`src/rtl/mem_port_arbiter_pkg.sv`:
```
// Shared pipeline types for the fetch/data memory port arbiter.
// Holds the FSM state encoding, the owner encoding and the starvation counter width.
package mem_port_arbiter_pkg;

  typedef enum logic [1:0] {
    ARB_IDLE = 2'd0,
    ARB_REQ  = 2'd1,
    ARB_RESP = 2'd2
  } arb_state_e;

  typedef enum logic {
    OWNER_IF = 1'b0,
    OWNER_D  = 1'b1
  } arb_owner_e;

  // Wide enough for the largest legal starvation limit (15).
  localparam int STARVE_CNT_W = 4;

endpackage

```
`src/rtl/mem_port_arbiter_starve_counter.sv`:
```
// Saturating count of consecutive arbitrations that fetch requested but lost.
// Clear has priority over increment.
module arb_starve_counter
  import mem_port_arbiter_pkg::*;
#(
  parameter int LIMIT = 4
) (
  input  logic clk,
  input  logic rst,
  input  logic inc,
  input  logic clr,
  output logic at_limit
);

  localparam logic [STARVE_CNT_W-1:0] LIMIT_V = STARVE_CNT_W'(LIMIT);

  logic [STARVE_CNT_W-1:0] cnt_q;

  always_ff @(posedge clk or posedge rst) begin
    if (rst) begin
      cnt_q <= '0;
    end else if (clr) begin
      cnt_q <= '0;
    end else if (inc && (cnt_q != LIMIT_V)) begin
      cnt_q <= cnt_q + 1'b1;
    end
  end

  assign at_limit = (cnt_q == LIMIT_V);

endmodule

```
`src/rtl/mem_port_arbiter.sv`:
```
// Arbitrates one single-ported memory between fetch reads and data loads/stores.
// Define RISKY_ARB_ROUND_ROBIN_EN to replace the starvation guard with tie alternation.
// Handshake: a requester holds req and its fields stable until its gnt pulses;
// gnt = mem_req_o & mem_ready_i & owner match; rvalid pulses only in RESP.
module mem_port_arbiter
  import mem_port_arbiter_pkg::*;
#(
  parameter int ADDR_W       = 32,
  parameter int DATA_W       = 32,
  parameter int STARVE_LIMIT = 4
) (
  input  logic                clk,
  input  logic                rst,
  input  logic                if_req_i,
  input  logic [ADDR_W-1:0]   if_addr_i,
  output logic                if_gnt_o,
  output logic                if_rvalid_o,
  output logic [DATA_W-1:0]   if_rdata_o,
  input  logic                d_req_i,
  input  logic                d_we_i,
  input  logic [ADDR_W-1:0]   d_addr_i,
  input  logic [DATA_W-1:0]   d_wdata_i,
  input  logic [DATA_W/8-1:0] d_be_i,
  output logic                d_gnt_o,
  output logic                d_rvalid_o,
  output logic [DATA_W-1:0]   d_rdata_o,
  output logic                mem_req_o,
  output logic                mem_we_o,
  output logic [ADDR_W-1:0]   mem_addr_o,
  output logic [DATA_W-1:0]   mem_wdata_o,
  output logic [DATA_W/8-1:0] mem_be_o,
  input  logic                mem_ready_i,
  input  logic                mem_rvalid_i,
  input  logic [DATA_W-1:0]   mem_rdata_i,
  output logic                busy_o,
  output arb_state_e          dbg_state
);

  arb_state_e state_q, state_d;
  arb_owner_e owner_q;

  logic rd_accept, wr_accept, arb_pt;
  logic if_req_eff, d_req_eff, any_req, if_wins, launch;

  assign rd_accept = (state_q == ARB_REQ) && mem_ready_i && !mem_we_o;
  assign wr_accept = (state_q == ARB_REQ) && mem_ready_i &&  mem_we_o;
  assign arb_pt    = (state_q == ARB_IDLE)
                   || ((state_q == ARB_RESP) && mem_rvalid_i)
                   || wr_accept;

  // The store being granted this cycle is still on d_req_i; it must not be issued twice.
  assign if_req_eff = if_req_i;
  assign d_req_eff  = d_req_i && !wr_accept;
  assign any_req    = if_req_eff || d_req_eff;
  assign launch     = arb_pt && any_req;

`ifdef RISKY_ARB_ROUND_ROBIN_EN
  logic last_d_won_q;

  assign if_wins = if_req_eff && (!d_req_eff || last_d_won_q);

  always_ff @(posedge clk or posedge rst) begin
    if (rst) begin
      last_d_won_q <= 1'b1;
    end else if (arb_pt && if_req_eff && d_req_eff) begin
      last_d_won_q <= !if_wins;
    end
  end
`else
  logic starve_hit;

  assign if_wins = if_req_eff && (!d_req_eff || starve_hit);

  arb_starve_counter #(
    .LIMIT (STARVE_LIMIT)
  ) u_starve (
    .clk      (clk),
    .rst      (rst),
    .inc      (arb_pt && if_req_eff && !if_wins),
    .clr      (arb_pt && (!if_req_eff || if_wins)),
    .at_limit (starve_hit)
  );
`endif

  always_comb begin
    state_d = state_q;
    case (state_q)
      ARB_IDLE: if (any_req) state_d = ARB_REQ;
      ARB_REQ: begin
        if (rd_accept)      state_d = ARB_RESP;
        else if (wr_accept) state_d = any_req ? ARB_REQ : ARB_IDLE;
      end
      ARB_RESP: if (mem_rvalid_i) state_d = any_req ? ARB_REQ : ARB_IDLE;
      default: state_d = ARB_IDLE;
    endcase
  end

  always_ff @(posedge clk or posedge rst) begin
    if (rst) begin
      state_q     <= ARB_IDLE;
      owner_q     <= OWNER_IF;
      mem_req_o   <= 1'b0;
      mem_we_o    <= 1'b0;
      mem_addr_o  <= '0;
      mem_wdata_o <= '0;
      mem_be_o    <= '0;
    end else begin
      state_q   <= state_d;
      mem_req_o <= (state_d == ARB_REQ);
      if (launch) begin
        if (if_wins) begin
          owner_q     <= OWNER_IF;
          mem_we_o    <= 1'b0;
          mem_addr_o  <= if_addr_i;
          mem_wdata_o <= '0;
          mem_be_o    <= '1;
        end else begin
          owner_q     <= OWNER_D;
          mem_we_o    <= d_we_i;
          mem_addr_o  <= d_addr_i;
          mem_wdata_o <= d_wdata_i;
          mem_be_o    <= d_be_i;
        end
      end
    end
  end

  assign if_gnt_o    = mem_req_o && mem_ready_i && (owner_q == OWNER_IF);
  assign d_gnt_o     = mem_req_o && mem_ready_i && (owner_q == OWNER_D);
  assign if_rvalid_o = (state_q == ARB_RESP) && mem_rvalid_i && (owner_q == OWNER_IF);
  assign d_rvalid_o  = (state_q == ARB_RESP) && mem_rvalid_i && (owner_q == OWNER_D);
  assign if_rdata_o  = mem_rdata_i;
  assign d_rdata_o   = mem_rdata_i;
  assign busy_o      = (state_q != ARB_IDLE);
  assign dbg_state   = state_q;

endmodule
```
`config.mk`:
```
export PLATFORM = sky130hd
export DESIGN_NAME = mem_port_arbiter
export DESIGN_NICKNAME = d
export VERILOG_FILES = /design/src/rtl/mem_port_arbiter_pkg.sv /design/src/rtl/mem_port_arbiter_starve_counter.sv /design/src/rtl/mem_port_arbiter.sv
export SDC_FILE = /design/constraint.sdc
export NUM_CORES = 1
export LEC_CHECK = 0
export ABC_CLOCK_PERIOD_IN_PS = 2900
export BUFFER_PORTS_ARGS = -buffer_cell sky130_fd_sc_hd__buf_2
export CAP_MARGIN = 10
export CORE_ASPECT_RATIO = 1.2
export CORE_UTILIZATION = 24
export CTS_BUF_LIST = sky130_fd_sc_hd__clkbuf_8
export DETAILED_ROUTE_END_ITERATION = 6
export SLEW_MARGIN = 20
export SYNTH_ARGS = -nofsm -noshare
export SYNTH_HDL_FRONTEND = slang
export SYNTH_SLANG_ARGS = --single-unit
```
`constraint.sdc`:
```
create_clock -name clk -period 2.9 [get_ports clk]
set_input_delay 0.145 -clock clk [delete_from_list [all_inputs] [get_ports clk]]
set_output_delay 0.145 -clock clk [all_outputs]
set_load 0.01 [all_outputs]
```
==> metrics.md, run 1 <==
| Metric | Value |
|---|---|
| Status | completed |
| Cell mode on critical path | buf_4 |
| Global-route wire length before repair | 16990 um |
| Metal-1 WL | around 4500 um |
| Syn_area_per_cell | 9.970 um^2 |
| Crit-path cells | inv_2 -> a21o_1 -> buf_4 -> and2_1 -> buf_4 -> a31oi_1 |
| Top Metal Used | met4 |
| Post-CTS Setup Repair Bufs | 0 |
| DR DRC count | 0 |
| Post-route ant nets | 0 |
| Arrival @ worst endpoint | 2.40 ns |
| Worst vdd ir | approximately 0.30 mV |
| CTS tree | built |
| I/O pin total | 280 |
| Vias | around 3400 |
| Clk buf depth | 2 |
| Post-route setup slack | 0.7146 ns |
| Largest cells by area after synthesis | dfrtp_1 50%, buf_4 13%, a22o_1 7.6% |
| R2r endpoint | mem_addr_o[9] |
| Initial Util | 24.51% |
| DP Area | 4428 um^2 |
| Hold path startpoint | d_addr_i[8] |
| Synth Warn # | 0 |
| Leak | 0.002493 uW |
| Routed wl met3 | 1028 um |
| Hold crit path type | in -> reg |
| Crit path time final | 2.185 ns |
| MaxCap Viol Count | 0 |
| Dpl ws | 0.5910 ns |
| Path depth of the worst reg2reg path | 6 |
| Pin count of the biggest net entering global routing | 59 |
| Skew-Pair Late Insertion Delay | 0.35 ns |
| EDFF count, synth | 0 |
| Clock skew | 0.009540 ns |
| Total track usage | 13.70% |
| Period utilisation layout | 75.36% |
| Fillers | between 1500 and 2000 |
| # diodes | 0 |
| Port bufs | 183 |
| DR vias/cell | 4.618 |
| RSZ-0062 raised after global routing | false |
| CP Capture Type | flip-flop |
| Area Growth Syn to Fin | 32.24% |
| Worst-Margin Slew | 0.7492 ns |
| RePlAce Congestion | 0.7735 |
| Share of cells above drive strength 1 | around 40% |
| CTS Buf Count | 9 |
| Post-DP HPWL | 8147 um |
| Antenna violations before repair | 0 |
| Min-Delay Path Depth | 3 |
| Post-Route WL | 11550 um |
| Pwr dens | about 1000 nW/um^2 |
| Distinct cells, synth | 35 |
| Row Count | 50 |
| Worst Setup Start Kind | flip-flop |
| Synth area leader | dfrtp_1 |
| Post-synthesis sequential area ratio | around half |
| Die height | 140.2 um |
| Resized cells post-CTS | 0 |
| Total congestion overflow | 0 |
| Final Hold Viols | 0 |
| Flops & latches, synth | 77 |
| Slowest-stage cell, CP | dfrtp_1 |
| DIE AREA | 16420 um^2 |
| Cell count after synthesis | 383 |
| DRT iter0 DRCs | approximately 150 |
| Syn Nets | 524 |
| Post-synth top area share | 50.46% |
| Die Width | 117.2 um |
| Crit path max fanout | 35 |
| Routed WL per cell | 15.55 um |
| Final TNS setup | 0 ns |
| Finished Cell Area | 5050 um^2 |
| Ys async rst share | 100.0% |
| CP top delay family | buffers and inverters |
| Sink Count | 77 |
| Most common cell in the netlist | dfrtp_1 |
| Clk root buf | clkbuf_8 |
| WP buf/inv | 3 |
| Pre-antenna DRT Iters | 4 |
| Hold Path Sink | mem_addr_o[8] |
| Pins over their slew limit | 0 |
| Flop2flop setup slack | 0.71 ns |
| Reg clk slew, reported paths | 0.08 ns |
| Post-Synthesis Cell Area | about 3800 um^2 |
| Main flop type after synthesis | dfrtp_1 |
| CP required | between 3 and 4 ns |
| Top cells by count, synth | 77 x dfrtp_1, 70 x nand2_1, 64 x buf_4 |
| Relative slew slack | between 50% and 60% |
| CP peak stage delay | 0.54 ns |
| Finish-stage setup viols | 0 |
| Core Box Area | ~16000 um^2 |
| Net count, final | 671 |
| Fmax | approximately 0.46 GHz |
| Vias in the first global route | 3380 |
| Crit Path Category | reg -> reg |
| Met2 WL | 5677 um |
| Reg2reg start | dbg_state[0] |
| H-tree depth | 3 |
## where the power goes
part           internal [uW]  switching (uW)  total, uW  leakage (uW)
Sequential              1570             332       1900      0.000920
Clock                    595             408       1000      0.000128
Combinational            922            1190       2110       0.00144
## metrics by stage
step | utilization, % | hold slack (ns) | instances | total power, uW
3_3_place_gp | 28.43 | 0.2901 | 690 | 3938
4_1_cts | 32.34 | 0.0006095 | 742 | 5085
5_1_grt | 32.42 | 0.01476 | 743 | 5377
3_5_place_dp | 28.43 | 0.2901 | 690 | 4009
6_report | 32.42 | 0.03782 | 743 | 5014
2_1_floorplan | - | 0.2710 | 383 | 3263
## cell type report
class | count | area (um^2) | area share (%)
flip-flops and latches | 77 | 1927 | 38.16
clock buffers | 10 | 137.6 | 2.725
inverters | 6 | 25.02 | 0.4955
clock inverters | 6 | 111.4 | 2.205
multi-input cells | 209 | 1250 | 24.75
repair buffers | 227 | 1339 | 26.51
well taps | 208 | 260.3 | 5.154
## cell usage in the layout (no fill, tap or decap), types with 2 or more instances in the layout
cell type	n
buf_4	7
a21oi_1	33
nand2_1	70
nand3_1	2
o32ai_1	2
dfrtp_1	77
nand2b_1	2
a21o_1	3
a22o_1	33
dlygate4sd3_1	37
nor2_1	3
o21ai_0	3
buf_2	183
inv_1	5
clkbuf_8	10
a31oi_1	32
o22a_1	5
and2_1	2
bufinv_16	3
clkinv_4	2
ha_1	2
## worst reg2reg max path: stages, from the launching register on
cell and delay, ns:
dfrtp_1 0.54, inv_2 0.12, a21o_1 0.13, buf_4 0.37, and2_1 0.32, buf_4 0.38
a31oi_1 0.19
## cells by family (layout without fill, tap and decap cells)
| kind of cell | Yosys count | after routing | synth area share, % |
|---|---|---|---|
| and+or+nand+nor | 90 | 90 | 10.42 |
| buffers and inverters | 97 | 249 | 17.43 |
| AOI/OAI and AO/OA | 117 | 117 | 21.04 |
| DFF | 77 | 77 | 50.46 |
| adders and majority gates | 2 | 2 | 0.6552 |
## registers in the layout, summed over array words and instances, names as in the netlist
register,flops
mem_addr_o,32
mem_wdata_o,32
mem_be_o,4
u_starve.cnt_q,4
dbg_state,2
mem_req_o,1
mem_we_o,1
owner_q,1
## how the worst max path moves through the flow
stage,start,to,slack [ns],cells after the start
CTS,u_starve.cnt_q[0],mem_wdata_o[26],0.56,6
finish,dbg_state[0],mem_addr_o[9],0.71,6
global placement,u_starve.cnt_q[0],mem_wdata_o[10],0.67,6
detailed placement,u_starve.cnt_q[0],mem_wdata_o[10],0.59,6
floorplan,rst,dbg_state[0],0.79,1
global route,dbg_state[0],mem_addr_o[9],0.56,6
## repair_timing
action / CTS / global route
hold buffers: 36 / 1
setup endpoints to repair: 0 / 0
endpoints found under the hold margin: 36 / 57
## per-layer routing
metal  GRT usage [%]  up-vias
li1                -     1573
met5               0        -
met2           24.46      212
met1           14.17     1625
met3           4.111       21
met4           7.062        0
(Power assumes the default switching activity.)
==> inputs of run 2 (changes only) <==
- ABC_CLOCK_PERIOD_IN_PS: 2900 -> 2200
- clock period: 2.9 -> 2.2 ns (I/O delays scaled with it)
==> run 2 against run 1 <==
  * First-iteration DRC count shrank 23%
  * Largest power group unchanged
  * Clock skew grew 0.00074 ns
  * Core utilization grew 4.3 points
  * Sequential share of layout area fell by 4.5 points
  * Combinational power increased by 44%
  * Via count rose by 8.1%
  * Critical endpoint is now mem_be_o[0]
==> metrics.md, run 2 (same netlist as run 1, synthesis figures left out) <==
| Metric | Value |
|---|---|
| RePlAce Congestion | 0.7581 |
| Area Growth Syn to Fin | 49.84% |
| Largest registers | mem_addr_o (32), mem_wdata_o (32) |
| Clk buf depth | 2 |
| Metal-1 WL | 4954 um |
| Finish-stage setup viols | 0 |
| Status | completed |
| Reg clk slew, reported paths | ~0.080 ns |
| Hold crit path type | in -> reg |
| Post-CTS Setup Repair Bufs | 0 |
| Die Width | 117.2 um |
| Core Box Area | 15580 um^2 |
| DP Area | roughly 4500 um^2 |
| CTS tree | built |
| Post-DP HPWL | slightly below 9000 um |
| Sink Count | 77 |
| Clock skew | a little over 0.01 ns |
| Dpl ws | 0.3560 ns |
| Total track usage | 15.33% |
| Hold slack | 0.03920 ns |
| I/O pin total | 280 |
| Pwr dens | 1191 nW/um^2 |
| Final Total Pwr | between 6000 and 7000 uW |
| Crit Path Category | reg -> reg |
| DIE AREA | 16420 um^2 |
| CTS Buf Count | 9 |
| CP required | 2.44 ns |
| Port bufs | 183 |
| Relative slew slack | 58.34% |
| Global-route wire length before repair | approximately 19000 um |
| Vias in the first global route | ~3900 |
| Vias | 3709 |
| Worst-Margin Slew | 0.6249 ns |
| Worst vdd ir | approximately 0.41 mV |
| RSZ-0062 raised after global routing | false |
| Final TNS setup | 0 ns |
| Crit path max fanout | 24 |
| DRT iter0 DRCs | approximately 110 |
| Leak | roughly 0.0028 uW |
| Arrival @ worst endpoint | 2.15 ns |
| Total congestion overflow | 0 |
| Most frequent cells in the layout | 183 x buf_2, 99 x dlygate4sd3_1, 77 x dfrtp_1 |
| Post-route setup slack | 0.2953 ns |
| Routed wl met3 | 1155 um |
| Pre-antenna DRT Iters | 4 |
| CP Capture Type | flip-flop |
| Finished Cell Area | 5722 um^2 |
| Pins over their slew limit | 0 |
| Row Count | 50 |
| Crit path time final | 1.905 ns |
| DR DRC count | 0 |
| Top Metal Used | met4 |
| Most common cell after layout, fill and taps aside | buf_2 |
| Reg2reg start | u_starve.cnt_q[0] |
| Worst Setup Start Kind | flip-flop |
| Net count, final | 738 |
| Fillers | about 1500 |
| Antenna violations before repair | 0 |
| Final Hold Viols | 0 |
| Period utilisation layout | 86.58% |
| Fmax | 0.5250 GHz |
| Pin count of the biggest net entering global routing | 45 |
| # diodes | 0 |
| Share of cells above drive strength 1 | a little over a third |
| Clk root buf | clkbuf_8 |
| Hold path startpoint | if_addr_i[11] |
| Post-Route WL | 12940 um |
| Met2 WL | 6418 um |
| Skew-Pair Late Insertion Delay | 0.36 ns |
| Initial Util | 24.51% |
| Post-route ant nets | 0 |
| MaxCap Viol Count | 0 |
| DR vias/cell | 4.579 |
| Die height | 140.2 um |
| CP Launch Point | u_starve.cnt_q[0] |
| Routed WL per cell | 15.97 um |
| H-tree depth | 3 |
## run 2: cell types whose count changed in the layout (fill, tap and decap cells not counted), sizes merged
cell,delta
buf,+5
dlygate4sd3,+62
## run 2: worst paths after layout
kind | to | slack [ns] | cells after the start
max reg2reg | mem_be_o[0] | 0.30 | 7
max | mem_be_o[0] | 0.30 | 7
min reg2reg | mem_wdata_o[30] | 0.50 | 1
min | mem_addr_o[11] | 0.04 | 3
min in group asynchronous | mem_addr_o[4] | 0.35 | 3
max in group asynchronous | mem_wdata_o[2] | 1.21 | 4
## run 2: metal layers
metal / vias up / track usage (%)
li1: 1707 / -
met1: 1734 / 15.01
met2: 236 / 27.59
met3: 32 / 4.846
met4: 0 / 9.127
met5: - / 0
## run 2: metrics by stage
stage	instances	util, %
final	810	36.73
after global routing	810	36.73
after CTS	810	36.73
after detailed placement	695	28.83
after global placement	695	28.83
after floorplan	383	-
## run 2: layout make-up
type / instances / area, um^2 / area share [%]
sequential: 77 / 1927 / 33.68
tap: 208 / 260.3 / 4.548
multi-input combinational: 209 / 1249 / 21.82
inverter: 6 / 23.77 / 0.4155
clock inverter: 6 / 102.6 / 1.793
timing repair buffer: 294 / 2022 / 35.34
clock buffer: 10 / 137.6 / 2.405
## run 2: timing repair
item	in CTS	in global routing
gates resized for setup	0	0
hold buffers	99	0
hold endpoints to repair	101	0
endpoints found under the setup margin	0	0
## run 2: worst max-delay path, cell delays in order, from the launching register on
cell and delay, ns:
dfrtp_1 0.39, inv_1 0.07, ha_1 0.19, nand3b_1 0.16
a31o_1 0.24, buf_4 0.30, nand3_1 0.21, o22a_1 0.24
## run 2: power by group
group / switching, uW / internal (uW)
combinational: 1680 / 1370
sequential: 409 / 2070
clock: 520 / 775
total: 2600 / 4210
==> inputs of run 3 (changes only) <==
- RECOVER_POWER: unset -> 25
==> run 3 against run 2 <==
  * The flow now finishes with violations (max-capacitance violations, max-slew violations)
  * Core utilization stayed put
  * Setup slack stayed put
  * Sequential share of layout area stayed put
  * Non-clock buffer count stayed put
  * Power hardly changed
  * Highest routed layer unchanged
==> metrics.md, run 3 (same netlist as run 1, synthesis figures left out) <==
| Metric | Value |
|---|---|
| Status | complete, but fails checks |
| Failing checks | max-capacitance violations, max-slew violations |
| Combinational power share | between 40% and 50% |
| Hold path startpoint | if_addr_i[11] |
| CP Launch Point | u_starve.cnt_q[0] |
| Clock skew | 0.01028 ns |
| Vias | 3710 |
| Die Width | 117.2 um |
| Pins over their slew limit | 34 |
| Finished Core Util | a little under two fifths |
| I/O pin total | 280 |
| Finish-stage setup viols | 0 |
| CP Capture Type | flip-flop |
| Leak | approximately 0.0028 uW |
| Die height | between 100 and 150 um |
| Psw | 2605 uW |
| Initial Util | 24.51% |
| Period utilisation layout | 86.58% |
| Row Count | 50 |
| # diodes | 0 |
| Final Total Pwr | approximately 6800 uW |
| Worst Setup Start Kind | flip-flop |
| Antenna violations before repair | 0 |
| Clk root buf | clkbuf_8 |
| Most frequent cells in the layout | 183 x buf_2, 99 x dlygate4sd3_1, 77 x dfrtp_1 |
| Total congestion overflow | 0 |
| Post-DP HPWL | a little under 9000 um |
| Slowest-stage cell, CP | dfrtp_1 |
| Worst vdd ir | 0.4067 mV |
| Pre-antenna DRT Iters | 4 |
| DP Area | 4491 um^2 |
| CP peak stage delay | 0.39 ns |
| Fmax | 0.5250 GHz |
| Reg clk slew, reported paths | approximately 0.08 ns |
| Crit-path cells | inv_1 -> ha_1 -> nand3b_1 -> a31o_1 -> buf_4 -> nand3_1 -> o22a_1 |
| Core Box Area | between 15000 and 20000 um^2 |
| Clk buf depth | 2 |
| Port bufs | 183 |
| Net count, final | around 740 |
| Area Growth Syn to Fin | 49.84% |
| Finished Cell Area | 5722 um^2 |
| CP required | 2.44 ns |
| Post-route setup slack | 0.2953 ns |
| Flop pwr share | 36.3% |
| CTS Buf Count | 9 |
| Sw Ratio | a little under two fifths |
| Total track usage | 15.33% |
| H-tree depth | 3 |
| Pin count of the biggest net entering global routing | 45 |
| CTS tree | built |
| Sink Count | 77 |
| DIE AREA | 16420 um^2 |
| Int Power | 4209 uW |
| MaxCap Viol Count | 1 |
| Resized cells post-CTS | 0 |
| Share of cells above drive strength 1 | a little over a third |
| CP top delay family | compound AO/OA/AOI/OAI gates |
| DR DRC count | 0 |
| Relative slew slack | -5.933% |
| Crit path max fanout | 24 |
| Post-route ant nets | 0 |
| Crit Path Category | reg -> reg |
| Pwr dens | roughly 1200 nW/um^2 |
| Final TNS setup | 0 ns |
| Most common cell after layout, fill and taps aside | buf_2 |
| RSZ-0062 raised after global routing | false |
| Global-route wire length before repair | 18980 um |
| WP buf/inv | 2 |
| RePlAce Congestion | between 0.7 and 0.8 |
| Skew-Pair Late Insertion Delay | 0.36 ns |
| Worst-Margin Slew | 1.580 ns |
| Routed WL per cell | 15.97 um |
| Hold crit path type | in -> reg |
| Post-Route WL | 12940 um |
| Final Hold Viols | 0 |
| Arrival @ worst endpoint | 2.15 ns |
| Clock share of power | 19.0% |
| DR vias/cell | 4.580 |
| Crit path time final | 1.905 ns |
| Dpl ws | 0.3560 ns |
| Largest registers | mem_addr_o (32), mem_wdata_o (32) |
| Vias in the first global route | 3883 |
| DRT iter0 DRCs | 111 |
| Reg2reg start | u_starve.cnt_q[0] |
run 3: worst min-delay path, delay by kind of cell:
family / cells / cell delay, ns
buf+inv: 1 / 0.10
compound gates: 1 / 0.10
simple gates: 1 / 0.05
run 3: final timing paths:
check,end,slack (ns),cells after the start
worst max-delay path,mem_be_o[0],0.30,7
worst min-delay path,mem_addr_o[11],0.04,3
worst max register to register,mem_be_o[0],0.30,7
worst min register to register,mem_wdata_o[30],0.50,1
max in group asynchronous,mem_wdata_o[2],0.70,4
min in group asynchronous,mem_addr_o[4],0.67,3
run 3: area by class of cell:
cell class,count,area [um^2]
Tap cell,208,260.3
Clock buffer,10,137.6
Multi-Input combinational cell,209,1249
Timing Repair Buffer,294,2022
Fill cell,1533,9856
Inverter,6,23.77
Clock inverter,6,102.6
Sequential cell,77,1927
run 3: what timing repair did:
action	in CTS	in global routing
hold buffers	99	0
buffers inserted	0	0
hold endpoints to repair	101	0
run 3: power groups by stage:
stage	registers (uW)	clock network, uW	logic, uW
after floorplan	2730	0	1570
after global placement	2480	0	2820
after detailed placement	2490	0	2900
after CTS	2470	1350	3030
after global routing	2550	1400	3320
final	2480	1300	3040
run 3: metal layers:
layer / share of wire, % / global-route usage, %
met1: 38 / 15.01
met4: 3.2 / 9.127
met2: 50 / 27.59
met5: 0 / 0
met3: 8.9 / 4.846
run 3: through the flow:
step / hold slack [ns] / cells
3_5_place_dp: 0.2110 / 695
2_1_floorplan: 0.2360 / 383
3_3_place_gp: 0.2010 / 695
5_1_grt: 0.02533 / 810
6_report: 0.03920 / 810
4_1_cts: 0.008534 / 810
